<file path="src/rtl/sd_pkg.sv">
// ---------------------------------------------------------------------------
// sd_pkg
// Shared definitions for the SD voice arbiter slice: arbiter state encoding,
// card address width and default block / timeout sizes.
// ---------------------------------------------------------------------------
package sd_pkg;

    localparam int SD_ADDR_W      = 32;
    localparam int SD_BLOCK_BYTES = 512;
    localparam int SD_TIMEOUT     = 4096;

    typedef enum logic [2:0] {
        IDLE,
        ISSUE,
        WAIT_BUSY,
        XFER,
        FINISH
    } sd_state_t;

endpackage

</file>
<file path="src/rtl/sd_voice_arbiter_rr_pick.sv">
// ---------------------------------------------------------------------------
// rr_pick
// Combinational round-robin priority selector. Scans req starting at ptr
// and wrapping modulo N; the first set bit wins.
//   req    : request vector
//   ptr    : index with highest priority this cycle (must be < N)
//   winner : one-hot winning request (zero when none)
//   idx    : binary index of the winner (zero when none)
//   any    : at least one request is set
// ---------------------------------------------------------------------------
module rr_pick #(
    parameter int N  = 4,
    parameter int IW = (N > 1) ? $clog2(N) : 1
) (
    input  logic [N-1:0]  req,
    input  logic [IW-1:0] ptr,
    output logic [N-1:0]  winner,
    output logic [IW-1:0] idx,
    output logic          any
);

    logic [IW-1:0] j;

    always_comb begin
        winner = '0;
        idx    = '0;
        any    = 1'b0;
        j      = '0;
        for (int unsigned i = 0; i < N; i++) begin
            j = IW'((int'(ptr) + int'(i)) % N);
            if (!any && req[j]) begin
                any       = 1'b1;
                idx       = j;
                winner[j] = 1'b1;
            end
        end
    end

endmodule

</file>
<file path="src/rtl/sd_voice_arbiter.sv">
// ---------------------------------------------------------------------------
// sd_voice_arbiter
// Shares one SDctrl block-read engine between NUM_VOICES requesters. A
// requester is chosen round-robin, its address is latched and issued with a
// one-cycle sd_en, and the returned bytes are forwarded to that voice only.
// Completion (done) or abort (err: short block / engine never went busy)
// is pulsed per voice.
//   clk, rst      : system clock, asynchronous active-high reset
//   req           : per-voice level request, held until done/err
//   req_addr      : per-voice card address, voice i at [32i+31:32i]
//   grant         : one-hot owner of the engine, zero when idle
//   done, err     : one-cycle per-voice completion / abort pulses
//   rd_data       : forwarded data byte (registered)
//   rd_valid      : per-voice byte strobe, at most one bit high
//   sd_address    : latched address presented to SDctrl
//   sd_en         : one-cycle start pulse to SDctrl
//   sd_rdy        : SDctrl idle; its fall marks the read in progress
//   sd_data       : byte from SDctrl
//   sd_data_valid : byte strobe from SDctrl
//   busy          : arbiter is not in IDLE
// ---------------------------------------------------------------------------
module sd_voice_arbiter
    import sd_pkg::*;
#(
    parameter int NUM_VOICES  = 4,
    parameter int BLOCK_BYTES = SD_BLOCK_BYTES,
    parameter int TIMEOUT     = SD_TIMEOUT
) (
    input  logic                            clk,
    input  logic                            rst,
    input  logic [NUM_VOICES-1:0]           req,
    input  logic [NUM_VOICES*SD_ADDR_W-1:0] req_addr,
    output logic [NUM_VOICES-1:0]           grant,
    output logic [NUM_VOICES-1:0]           done,
    output logic [NUM_VOICES-1:0]           err,
    output logic [7:0]                      rd_data,
    output logic [NUM_VOICES-1:0]           rd_valid,
    output logic [SD_ADDR_W-1:0]            sd_address,
    output logic                            sd_en,
    input  logic                            sd_rdy,
    input  logic [7:0]                      sd_data,
    input  logic                            sd_data_valid,
    output logic                            busy
);

    localparam int IW = $clog2(NUM_VOICES);
    localparam int CW = $clog2(BLOCK_BYTES + 1);
    localparam int TW = $clog2(TIMEOUT);

    localparam logic [CW-1:0] BLOCK_C = CW'(BLOCK_BYTES);
    localparam logic [TW-1:0] TLIMIT  = TW'(TIMEOUT - 1);
    localparam logic [IW-1:0] LAST_V  = IW'(NUM_VOICES - 1);

    sd_state_t state, state_nxt;

    logic [IW-1:0]         rr_ptr;
    logic [IW-1:0]         idx_q;
    logic [SD_ADDR_W-1:0]  addr_q;
    logic [CW-1:0]         count;
    logic [TW-1:0]         tcnt;

    logic [NUM_VOICES-1:0] pick_onehot;
    logic [IW-1:0]         pick_idx;
    logic                  pick_any;

    logic                  accept;
    logic [CW-1:0]         count_after;

    rr_pick #(
        .N  (NUM_VOICES),
        .IW (IW)
    ) u_rr_pick (
        .req    (req),
        .ptr    (rr_ptr),
        .winner (pick_onehot),
        .idx    (pick_idx),
        .any    (pick_any)
    );

    // A byte arriving together with sd_rdy rising still counts toward the
    // done/err decision taken in that same cycle.
    assign accept      = (state == XFER) && sd_data_valid && (count < BLOCK_C);
    assign count_after = count + CW'(accept);

    assign sd_address  = addr_q;

    // State register
    always_ff @(posedge clk or posedge rst) begin
        if (rst) begin
            state <= IDLE;
        end else begin
            state <= state_nxt;
        end
    end

    // Next-state logic
    always_comb begin
        state_nxt = state;
        case (state)
            IDLE:      if (sd_rdy && pick_any) state_nxt = ISSUE;
            ISSUE:     state_nxt = WAIT_BUSY;
            WAIT_BUSY: begin
                if (!sd_rdy) begin
                    state_nxt = XFER;
                end else if (tcnt == TLIMIT) begin
                    state_nxt = FINISH;
                end
            end
            XFER:      if (sd_rdy) state_nxt = FINISH;
            FINISH:    state_nxt = IDLE;
            default:   state_nxt = IDLE;
        endcase
    end

    // Moore outputs
    always_comb begin
        sd_en = (state == ISSUE);
        busy  = (state != IDLE);
    end

    // Datapath: selection latch, counters, routed data and status pulses
    always_ff @(posedge clk or posedge rst) begin
        if (rst) begin
            grant    <= '0;
            done     <= '0;
            err      <= '0;
            rd_data  <= '0;
            rd_valid <= '0;
            rr_ptr   <= '0;
            idx_q    <= '0;
            addr_q   <= '0;
            count    <= '0;
            tcnt     <= '0;
        end else begin
            done     <= '0;
            err      <= '0;
            rd_valid <= '0;
            case (state)
                IDLE: begin
                    if (sd_rdy && pick_any) begin
                        idx_q  <= pick_idx;
                        addr_q <= req_addr[pick_idx*SD_ADDR_W +: SD_ADDR_W];
                        grant  <= pick_onehot;
                    end
                end
                ISSUE: begin
                    tcnt <= '0;
                end
                WAIT_BUSY: begin
                    if (sd_rdy) begin
                        if (tcnt == TLIMIT) begin
                            err[idx_q] <= 1'b1;
                        end else begin
                            tcnt <= tcnt + 1'b1;
                        end
                    end
                end
                XFER: begin
                    if (accept) begin
                        rd_data         <= sd_data;
                        rd_valid[idx_q] <= 1'b1;
                        count           <= count_after;
                    end
                    if (sd_rdy) begin
                        if (count_after == BLOCK_C) begin
                            done[idx_q] <= 1'b1;
                        end else begin
                            err[idx_q] <= 1'b1;
                        end
                    end
                end
                FINISH: begin
                    grant  <= '0;
                    count  <= '0;
                    rr_ptr <= (idx_q == LAST_V) ? '0 : idx_q + 1'b1;
                end
                default: ;
            endcase
        end
    end

endmodule

</file>
<file path="config.mk">
export PLATFORM = sky130hd
export DESIGN_NAME = sd_voice_arbiter
export DESIGN_NICKNAME = d
export VERILOG_FILES = /design/src/rtl/sd_pkg.sv /design/src/rtl/sd_voice_arbiter_rr_pick.sv /design/src/rtl/sd_voice_arbiter.sv
export SDC_FILE = /design/constraint.sdc
export NUM_CORES = 1
export LEC_CHECK = 0
export BUFFER_PORTS_ARGS = -buffer_cell sky130_fd_sc_hd__buf_2
export CORE_MARGIN = 8
export CORE_UTILIZATION = 30
export DETAILED_ROUTE_END_ITERATION = 12
export SKIP_CTS_REPAIR_TIMING = 1
export SYNTH_ARGS = -nofsm -noshare
export SYNTH_HDL_FRONTEND = slang
export SYNTH_HIERARCHICAL = 1
export SYNTH_SLANG_ARGS = --single-unit
</file>
<file path="constraint.sdc">
create_clock -name clk -period 6.1 [get_ports clk]
set_input_delay 0.915 -clock clk [delete_from_list [all_inputs] [get_ports clk]]
set_output_delay 0.915 -clock clk [all_outputs]
set_load 0.02 [all_outputs]
</file>
==> summary.md, run 1 <==
| Metric | Value |
|---|---|
| Cell Pwr Density | ~490 mW/mm² |
| Setup TNS | 0 ns |
| Largest net degree at the start of global routing | 86 |
| Crit Path Max Fanout | 33 |
| Syn avg cell area | 11.9 µm² |
| Buf+Inv Stages, Crit Path | 2 |
| Post-synth cell types | 47 |
| Top FF cell, synth | dfrtp_1 |
| Remaining antenna violation count | 0 |
| Worst path cell trace | inv_1, ha_1, mux4_2, and2b_2, o21ai_0, o31ai_4, buf_4, mux4_2, mux2_2 |
| CTS clock-pin slew for the worst setup and hold paths | roughly 0.07 ns |
| Worst endpoint required time | roughly 6.3 ns |
| Hold Path Class | reg -> reg |
| Clock sinks | 85 |
| Post-Synthesis Cell Area | roughly 0.005 mm² |
| DRC Markers | 0 |
| Async set-reset flop share out of synthesis | 1.00 |
| Clock tree root driver cell | clkbuf_16 |
| Sequential share of the synthesized area | 0.436 |
| Routed wire length | 14.1 mm |
| Cell taking the most area after synthesis | dfrtp_1 |
| Critical path endpoint category | flop |
| Initial Utilization | 0.307 |
| Final hold vios | 0 |
| Chip height | 144 µm |
| Lkg Pwr | 3.02 nW |
| Crit path top cell by count | mux4_2 |
| RSZ-0062 raised after global routing | false |
| Most common cell in the synthesized netlist | dfrtp_1 |
| Row cnt | between 40 and 50 |
| Vias per cell | around 5.0 |
| Mean routed wirelength per cell | 17.3 µm |
| DRT Pass-1 Iters | 4 |
| Maximum clock insertion buffer count | 2 |
| Startpoint Class | flop |
| Max VDD drop | around 270 µV |
| Post-route minimum period | around 3.8 ns |
| Core area | around 0.016 mm² |
| Share of cells above drive strength 1 | 0.503 |
| WS Path Type | reg -> reg |
| Vias | approximately 4100 |
| Final #Nets | between 700 and 800 |
| Syn_nets | approximately 570 |
| Synthesized flop and latch total | 85 |
| Top cell type's share of synthesized area | 0.436 |
| Total GRT Usage | 0.139 |
| Status | completed |
| IO Pins | 202 |
| Worst path slowest cell | dfrtp_1 |
| Slew @ Worst Pin | 1.09 ns |
| Vias in the first global route | 4470 |
| Mapped Cells | 410 |
| Grt total ovfl | 0 |
| Area Growth Syn to Fin | 30.3% |
| Htree depth | 3 |
| Initial antenna violation count | 0 |
| Synth warn | 6 |
| Final Setup Violations | 0 |
| CTS tree | done |
| Critical Path Max Stage Delay | 0.71 ns |
| Final hold slack | between 0.4 and 0.5 ns |
| Post-synth EDFFs | 0 |
| Critical path arrival | slightly above 4 ns |
| Gp weighted congestion | 0.771 |
| Die span in x | between 100 and 150 µm |
| Ant diodes | 0 |
| Area contributors post-synth | dfrtp_1 44%, mux4_2 16%, mux2_2 8.8% |
| Clk_lat worst skew | between 0.3 and 0.4 ns |
| DRT iter0 DRCs | between 200 and 250 |
| Die ar. | approximately 0.021 mm² |
| Rel. slew slack | 0.270 |
| Maximum clock frequency | around 260 MHz |
| Detailed placement HPWL | between 10 and 15 mm |
| Clock Skew | roughly 0.0073 ns |
| Crit path max-delay family | multiplexers |
| Period utilisation layout | 0.631 |
| First-pass GRT wire length | about 22 mm |
| Number of buffers created by CTS | 9 |
| I/O Buffers | between 200 and 250 |
| Slew Viols, Final | 0 |
| Synth top cells by count | 85 x dfrtp_1, 42 x nand2_1, 38 x mux2_2 |
| Maxcap violations | 0 |
cells by family after synthesis:
kind of cell	synth area share
compound gates	0.0695
xor+xnor	0.0269
fa+ha+maj	0.0308
buf+inv	0.0405
flops	0.436
mux	0.257
simple gates	0.139
final cells by class:
| cell class | count | area (µm²) |
|---|---|---|
| timing repair buffer | 204 | 1030 |
| sequential | 85 | 2130 |
| clock inverter | 7 | 86.3 |
| inverter | 13 | 50.0 |
| multi-input combinational | 282 | 2570 |
| tap | 216 | 270 |
| clock buffer | 9 | 225 |
| fill | 1598 | 9530 |
worst register-to-register path: cells and delay by family, from the launching register on:
| family | cells | cell delay (ns) |
|---|---|---|
| adder cells (fa/ha/maj) | 1 | 0.40 |
| multiplexers | 3 | 1.34 |
| AND/OR/NAND/NOR | 1 | 0.31 |
| flip-flops | 1 | 0.71 |
| buffers and inverters | 2 | 0.74 |
| AO/OA/AOI/OAI | 2 | 0.24 |
routing by layer:
layer / global-route usage / vias to the layer above / share of wire
li1: - / 1881 / -
met1: 0.151 / 1996 / 0.39
met2: 0.237 / 157 / 0.50
met3: 0.0531 / 19 / 0.081
met4: 0.0603 / 0 / 0.024
met5: 0 / - / 0
worst paths after layout:
path | cells past startpoint | slack (ns) | endpoint | from
min | 2 | 0.48 | rd_data[4] | rd_data[4]
min reg2reg | 2 | 0.48 | rd_data[4] | rd_data[4]
max in group asynchronous | 3 | 4.49 | grant[2] | rst
min in group asynchronous | 3 | 0.91 | sd_address[9] | rst
max reg2reg | 9 | 2.25 | sd_address[8] | rr_ptr[0]
max | 9 | 2.25 | sd_address[8] | rr_ptr[0]
registers in the layout, indices dropped and copies added, names as in the netlist:
signal / cells
sd_address: 32
tcnt: 12
count: 10
rd_data: 8
done: 4
err: 4
grant: 4
rd_valid: 4
state: 3
idx_q: 2
rr_ptr: 2
power by group:
part / internal, mW / switching [mW]
sequential: 0.749 / 0.138
combinational: 0.813 / 0.858
clock: 0.328 / 0.255
total: 1.89 / 1.25
through the flow:
| stage | utilization | instances | instance area [µm²] | setup WS (ns) | power (mW) |
|---|---|---|---|---|---|
| floorplan | - | 410 | 4880 | 2.69 | 2.17 |
| global placement | 0.381 | 800 | 6050 | 2.07 | 2.55 |
| detailed placement | 0.381 | 800 | 6050 | 1.96 | 2.61 |
| CTS | 0.400 | 816 | 6360 | 2.21 | 3.21 |
| global route | 0.400 | 816 | 6360 | 1.97 | 3.38 |
| finish | 0.400 | 816 | 6360 | 2.25 | 3.14 |
placed cells by master, fill, tap and decap left out, types with 10 or more instances in the layout:
cell type | Yosys | final
ha_1 | 12 | 12
inv_1 | 13 | 12
mux2_2 | 38 | 38
xor2_1 | 11 | 11
buf_2 | 8 | 201
mux4_2 | 34 | 34
nand3_1 | 10 | 10
nand2_1 | 42 | 42
nor2_1 | 24 | 24
dfrtp_1 | 85 | 85
o21ai_0 | 19 | 19
Note: power is estimated with default switching activity, not from simulation.
==> run 2: changes to the inputs <==
Clock period 6.1 ns to 3.5 ns, I/O delays scaled along.
==> run 2 against run 1 <==
  * Clock power grew 75%
  * Sequential share of layout area shrank 0.52 points
  * Clock-buffer cell count grew 1
==> summary.md, run 2 (synthesized netlist as in run 1, its figures left out) <==
| Metric | Value |
|---|---|
| CP startpoint | rr_ptr[0] (unchanged) |
| Most frequent cells in the layout | 201 x buf_2, 85 x dfrtp_1, 42 x nand2_1, 38 x mux2_2, 34 x mux4_2 (unchanged) |
| Total GRT Usage | 0.137 (was 0.139) |
| Core area | 0.0159 mm² (unchanged) |
| Rel. slew slack | 0.566 (was 0.270) |
| Max reg flops | 32 (unchanged) |
| Grt total ovfl | 0 (unchanged) |
| RSZ-0062 raised after global routing | false (unchanged) |
| Clk_lat worst skew | 0.34 ns (was 0.35 ns) |
| Initial antenna violation count | 0 (unchanged) |
| Fill cell count | 1614 (was 1598) |
| Htree depth | 3 (unchanged) |
| Post-route minimum period | 3.24 ns (was 3.85 ns) |
| Reg2reg start | rr_ptr[0] (unchanged) |
| Clock sinks | 85 (unchanged) |
| DRT iter0 DRCs | 212 (was 205) |
| Buf+Inv Stages, Crit Path | 2 (unchanged) |
| Lkg Pwr | 3.08 nW (was 3.02 nW) |
| Vias in the first global route | 4399 (was 4470) |
| Worst path cell trace | inv_1, ha_1, mux4_2, and2b_2, o21ai_0, o31ai_4, buf_4, mux4_2, mux2_2 (unchanged) |
| Critical path arrival | 3.46 ns (was 4.08 ns) |
| Remaining antenna violation count | 0 (unchanged) |
| Final hold vios | 0 (unchanged) |
| Share of cells above drive strength 1 | 0.509 (was 0.503) |
| Mean routed wirelength per cell | 16.8 µm (was 17.3 µm) |
| Final #Nets | 761 (was 751) |
| Finished Cell Area | 0.00646 mm² (was 0.00636 mm²) |
| Gp weighted congestion | 0.834 (was 0.771) |
| Critical path endpoint category | flop (unchanged) |
| Maximum clock frequency | 309 MHz (was 260 MHz) |
| Slew @ Worst Pin | 0.651 ns (was 1.09 ns) |
| DRT Pass-1 Iters | 4 (unchanged) |
| First-pass GRT wire length | 22.2 mm (was 22.4 mm) |
| Final Setup Violations | 0 (unchanged) |
| Routed wire length | 13.9 mm (was 14.1 mm) |
| Worst path slowest cell | mux4_2 (was dfrtp_1) |
| Period utilisation layout | 0.925 (was 0.631) |
| Area Growth Syn to Fin | 32.3% (was 30.3%) |
| Critical Path Max Stage Delay | 0.53 ns (was 0.71 ns) |
| Crit Path Max Fanout | 8 (was 33) |
| Detailed placement HPWL | 11.2 mm (was 10.9 mm) |
| Startpoint Class | flop (unchanged) |
| Slew Viols, Final | 0 (unchanged) |
| CTS clock-pin slew for the worst setup and hold paths | 0.06 ns (was 0.07 ns) |
| Maxcap violations | 0 (unchanged) |
| Setup TNS | 0 ns (unchanged) |
| Chip height | 144 µm (unchanged) |
| Number of buffers created by CTS | 9 (unchanged) |
| Max VDD drop | 403 µV (was 273 µV) |
| Cell Pwr Density | 871 mW/mm² (was 494 mW/mm²) |
| Initial Utilization | 0.307 (unchanged) |
| Leading cell type in the layout, fill and taps excluded | buf_2 (unchanged) |
| Clock tree root driver cell | clkbuf_16 (unchanged) |
| Worst endpoint required time | 3.72 ns (was 6.34 ns) |
| Row cnt | 46 (unchanged) |
| Maximum clock insertion buffer count | 2 (unchanged) |
| WS Path Type | reg -> reg (unchanged) |
| Status | completed (unchanged) |
| Ant diodes | 0 (unchanged) |
| Vias | 4037 (was 4053) |
| Die span in x | 144 µm (unchanged) |
| Die ar. | 0.0206 mm² (unchanged) |
| Hold Path Class | in -> async (was reg -> reg) |
| Crit path max-delay family | multiplexers (unchanged) |
| Largest net degree at the start of global routing | 43 (was 86) |
| Final std cells w/o fill | 825 (was 816) |
| DRC Markers | 0 (unchanged) |
| Crit path top cell by count | mux4_2 (unchanged) |
| Vias per cell | 4.89 (was 4.97) |
| Placed instance area | 0.00615 mm² (was 0.00605 mm²) |
| Clock Skew | 0.00615 ns (was 0.00727 ns) |
| Placed Instances | 810 (was 800) |
| Register area | 0.00213 mm² (unchanged) |
| Area of the multi-input gates | 0.00257 mm² (unchanged) |
| I/O Buffers | 201 (unchanged) |
| CTS tree | done (unchanged) |
| IO Pins | 202 (unchanged) |
-- run 2: cell types whose count changed in the layout (fill, tap and decap cells not counted), sizes merged --
cell / change
buf: +10
clkinvlp: -1
clkbuf: +1
clkinv: +1
inv: -3
bufinv: +1
-- run 2: power breakdown --
| part | switching, mW | total (mW) | internal [mW] |
|---|---|---|---|
| clock network | 0.398 | 1.02 | 0.626 |
| logic | 1.55 | 3.08 | 1.53 |
| registers | 0.216 | 1.52 | 1.31 |
-- run 2: final timing paths --
| path | to | slack [ns] | cells past startpoint |
|---|---|---|---|
| max reg2reg | sd_address[2] | 0.26 | 9 |
| min reg2reg | rd_data[3] | 0.47 | 2 |
| max | sd_address[2] | 0.26 | 9 |
| min | rd_valid[1] | 0.23 | 2 |
| min in group clk | rd_data[1] | 0.37 | 3 |
| max in group asynchronous | sd_address[12] | 2.41 | 3 |
-- run 2: stage by stage --
stage	power, mW	utilization	worst slack, ns	hold slack, ns
6_report	5.63	0.407	0.264	0.227
2_1_floorplan	3.78	-	0.223	0.497
5_1_grt	6.05	0.407	0.0666	0.274
3_5_place_dp	4.69	0.387	0.243	0.457
4_1_cts	5.74	0.407	0.223	0.246
3_3_place_gp	4.60	0.387	0.312	0.455
-- run 2: layout make-up --
class	instances	area share
clock buffer	10	0.0355
tap	216	0.0418
multi-input combinational	282	0.398
sequential	85	0.329
inverter	13	0.00775
timing repair buffer	214	0.175
clock inverter	5	0.0128
-- run 2: per-layer routing --
layer / part of all wire / global-route usage / up-vias / wire [µm]
met5: 0 / 0 / - / 0
met4: 0.0090 / 0.0365 / 0 / 125
met3: 0.082 / 0.0551 / 10 / 1150
met2: 0.52 / 0.241 / 162 / 7170
met1: 0.39 / 0.151 / 1959 / 5440
li1: - / - / 1906 / -
